File: config.mk
export PLATFORM = sky130hd
export DESIGN_NAME = uart_tx_ctrl
export DESIGN_NICKNAME = d
export VERILOG_FILES = /design/src/rtl/uart_tx_ctrl.sv
export SDC_FILE = /design/constraint.sdc
export NUM_CORES = 1
export LEC_CHECK = 0
export CORE_UTILIZATION = 30
export DETAILED_ROUTE_END_ITERATION = 10
export GPL_ROUTABILITY_DRIVEN = 1
export SLEW_MARGIN = 0
export SYNTH_ARGS = -nofsm -noshare
export SYNTH_HDL_FRONTEND = slang
export SYNTH_SLANG_ARGS = --single-unit
File: constraint.sdc
create_clock -name CLK -period 3.7 [get_ports CLK]
set_clock_uncertainty 0.1 [all_clocks]
set_input_delay 0.555 -clock CLK [delete_from_list [all_inputs] [get_ports CLK]]
set_output_delay 0.555 -clock CLK [all_outputs]
set_load 0.05 [all_outputs]
File: src/rtl/uart_tx_ctrl.sv
// UART transmit frame controller: gates byte loads into the serializer, sequences
// start / data / optional parity / stop bits and owns the TX line mux.
module uart_tx_ctrl #(
  parameter int DATA_WIDTH = 8
) (
  input  logic                  CLK,
  input  logic                  RST,
  input  logic [DATA_WIDTH-1:0] P_DATA,
  input  logic                  Data_Valid,
  input  logic                  PAR_EN,
  input  logic                  PAR_TYP,
  input  logic                  ser_data,
  input  logic                  ser_done,
  output logic                  ser_load,
  output logic                  ser_en,
  output logic                  TX_OUT,
  output logic                  busy,
  output logic                  ready,
  output logic                  frame_err,
  output logic [2:0]            o_dbg_state
);

  // Handshake: a request is taken on any CLK edge where Data_Valid and ready are
  // both high; Data_Valid while ready is low is dropped and never reaches ser_load.

  typedef enum logic [2:0] {
    S_IDLE   = 3'd0,
    S_START  = 3'd1,
    S_DATA   = 3'd2,
    S_PARITY = 3'd3,
    S_STOP   = 3'd4
  } state_t;

  state_t     r_state;
  logic       r_par_en;
  logic       r_par_bit;
  logic [2:0] r_bit_cnt;
  logic       w_accept;
  logic       w_last_bit;

  assign ready       = (r_state == S_IDLE) || (r_state == S_STOP);
  assign w_accept    = Data_Valid && ready;
  assign ser_load    = w_accept;
  assign ser_en      = (r_state == S_START) || (r_state == S_DATA);
  assign busy        = (r_state != S_IDLE);
  // A missing ser_done on the eighth data bit still ends the data phase.
  assign w_last_bit  = ser_done || (r_bit_cnt == 3'd7);
  assign frame_err   = (r_state == S_DATA) && (r_bit_cnt == 3'd7) && !ser_done;
  assign o_dbg_state = r_state;

  always_comb begin
    TX_OUT = 1'b1;
    case (r_state)
      S_START:  TX_OUT = 1'b0;
      S_DATA:   TX_OUT = ser_data;
      S_PARITY: TX_OUT = r_par_bit;
      default:  TX_OUT = 1'b1;
    endcase
  end

  always_ff @(posedge CLK) begin
    if (!RST) begin
      r_state   <= S_IDLE;
      r_par_en  <= 1'b0;
      r_par_bit <= 1'b0;
      r_bit_cnt <= 3'd0;
    end else begin
      case (r_state)
        S_IDLE: begin
          if (w_accept) r_state <= S_START;
        end
        S_START: begin
          r_state <= S_DATA;
        end
        S_DATA: begin
          r_bit_cnt <= r_bit_cnt + 3'd1;
          if (w_last_bit) r_state <= r_par_en ? S_PARITY : S_STOP;
        end
        S_PARITY: begin
          r_state <= S_STOP;
        end
        S_STOP: begin
          r_state <= w_accept ? S_START : S_IDLE;
        end
        default: begin
          r_state <= S_IDLE;
        end
      endcase
      // Frame configuration is captured only at accept so mid-frame changes are ignored.
      if (w_accept) begin
        r_par_en  <= PAR_EN;
        r_par_bit <= (^P_DATA) ^ PAR_TYP;
        r_bit_cnt <= 3'd0;
      end
    end
  end

endmodule

==> flow_summary.ini <==
[finish]
most-common-layout-cells = 23 x clkdlybuf4s50_1, 8 x nand2_1, 8 x dfxtp_1
area_delta_synth_final_pct = 54.0
final_common_cell = clkdlybuf4s50_1
n_antenna_cell = 0
fin_util_pct = 50.0
instances_no_fill = 102
nNetsFinal = 105
drive_above_1_share_pct = 4.65

[setup_path]
r2r_slack_ns = 2.10
critical_path_class = in -> out
worst-path-buf-inv = 2
crit_path_start_kind = input port
crit_chain = clkdlybuf4s50_1, nor4b_1, clkdlybuf4s50_1
slowest_stage = clkdlybuf4s50_1
timing.rr.end = o_dbg_state[2]$_SDFFE_PN0P_
r2r_start = r_bit_cnt[0]$_SDFFE_PP0N_
reg2reg_depth = 6
cp_common_cell = clkdlybuf4s50_1
worstPathRequired_ns = 3.04
path_max_fanout = 2
critPathTopFamily = buffers and inverters
crit_arrival_ns = 2.11
cp-end-kind = primary output
cp_slowest_stage_delay_ns = 0.85

[floorplan]
die-area_um2 = 1800
fp.dieH_um = 42.4
io_pins = 24
rows = 14
die_w_um = 42.4
start_util_pct = 32.5
core_area_um2 = 1510

[drt]
dr.pass1.iters = 4
final_antenna_net_count = 0
dr.first_iter.drc_count = 12
num_vias = 491
drt_drc_violations_left = 0
drt_wl_total_um = 1040
wl_per_cell_um = 10.2
post_drt_via_cell_ratio = 4.81

[yosys]
syn_inst = 62
synthFlopType = dfxtp_1
synthArstFlopShare_pct = 0
ys_warn_count = 0
ys_types = 23
synth_seq_cells = 8
synth_edf_count = 0
ys_seq_area_share_pct = 32.7
postSynthAreaPerCell_um2 = 7.89
syn_nets = 79
syn_area_um2 = 489

[timing]
rsz0062_at_grt = false
worst_pin_slew_ns = 0.494
fin_crit_sh_pct = 74.6
fmax_mhz = 362
setup_viol = 0
final_hold_viol_count = 0
slew_headroom_pct = 67.0
min_period_ns = 2.76
maxSlewViolCount = 0
tns_ns = 0

[placed_design]
dpl.hpwl_um = 833
place.port_buffers = 23
dp_cells = 99
place.gp.congestion = 0.729

[power]
power.leakage_nw = 0.299
p_per_area_nw_per_um2 = 452
irDropWorstVdd_v = 0.000191

[clocking]
ctsHoldBuffers = 0
clk_latency_ns = 0.25
cts_tree = built
cts.path.max_buffers = 2
clkTransAtPathRegs_ns = 0.05
cts_sinks = 8
post_cts_resize_count = 0
post-cts-setup-buffers = 0
cts_root_buffer = clkbuf_4
htreeDepth = 1
cts_buffers = 3

[hold_path]
worstHoldPathCells = 2
hp-start = r_bit_cnt[2]$_SDFFE_PP0N_
min_path_type = reg -> reg
hold-path-endpoint = r_bit_cnt[2]$_SDFFE_PP0N_

[grt]
grt_pass1_vias = 429
grt_util_all_layers_pct = 13.6
grt_max_degree = 13
grt_antenna_before_repair = 0
grt_pass1_wl_um = 1790
gr-total-overflow = 0

[flow_run]
drv_cap = 0

[status]
outcome = finished, final reports clean
==> synth_stat cells (2+ instances only) <==
| cell | number | area (um2) |
|---|---|---|
| a21oi_1 | 7 | 35.0 |
| inv_1 | 4 | 15.0 |
| nor3_1 | 2 | 10.0 |
| nand2b_1 | 2 | 12.5 |
| nand2_1 | 8 | 30.0 |
| dfxtp_1 | 8 | 160 |
| nor2_1 | 7 | 26.3 |
| xnor2_1 | 5 | 43.8 |
| ha_1 | 2 | 25.0 |
| o21ai_0 | 4 | 20.0 |
==> sequential cells by signal, summed over array words and instances, names as in the netlist <==
register,flops
o_dbg_state,3
r_bit_cnt,3
r_par_bit,1
r_par_en,1
==> cell type report <==
type	instances	area (um2)
fillers	156	753
multi-input cells	48	305
repair buffers	23	230
flip-flops and latches	8	160
clock buffers	3	22.5
well taps	16	20.0
inverters	4	15.0
==> tightest hold or removal path: cells and delay by family, from the launching register on <==
family | cells | cell delay, ns
DFF | 1 | 0.31
AOI/OAI and AO/OA | 2 | 0.13
==> report_power, final <==
part / leakage (nW) / switching [mW] / internal (mW)
clock network: 0.0138 / 0.0293 / 0.0371
registers: 0.0652 / 0.0121 / 0.0946
logic: 0.220 / 0.0999 / 0.0671
==> cells by family (layout without fill, tap and decap cells) <==
kind of cell               Yosys count  after routing  synth area share [%]
xor gates and xnor gates             7              7                  15.3
DFF                                  8              8                  32.7
buffers and inverters                6             30                  4.86
and+or+nand+nor                     26             26                  26.1
AOI/OAI and AO/OA                   13             13                  15.9
adders and majority gates            2              2                  5.11
==> per-layer routing <==
metal	part of all wire, %	global-route usage (%)	vias to the layer above
li1	-	-	263
met1	49	16.0	212
met5	0	0	-
met4	1.1	7.50	0
met3	4.6	6.47	2
met2	45	20.3	14
==> through the flow <==
| step | hold WS [ns] | worst slack [ns] | total power [mW] | instance area, um2 |
|---|---|---|---|---|
| finish | 0.381 | 0.939 | 0.340 | 753 |
| global route | 0.419 | 0.779 | 0.361 | 753 |
| CTS | 0.382 | 0.922 | 0.345 | 753 |
| detailed placement | 0.375 | 0.927 | 0.276 | 731 |
| global placement | 0.369 | 0.949 | 0.277 | 731 |
| floorplan | 0.356 | 0.403 | 0.220 | 489 |
==> worst max-delay path by stage <==
stage	from	endpoint	cells past startpoint
final	ser_done	frame_err	3
after floorplan	o_dbg_state[1]$_SDFFE_PN0P_	frame_err	3
after detailed placement	ser_done	frame_err	3
after CTS	ser_done	frame_err	3
after global placement	ser_done	frame_err	3
after global routing	o_dbg_state[1]$_SDFFE_PN0P_	frame_err	3
No activity file was read; power rests on OpenSTA's default activity.
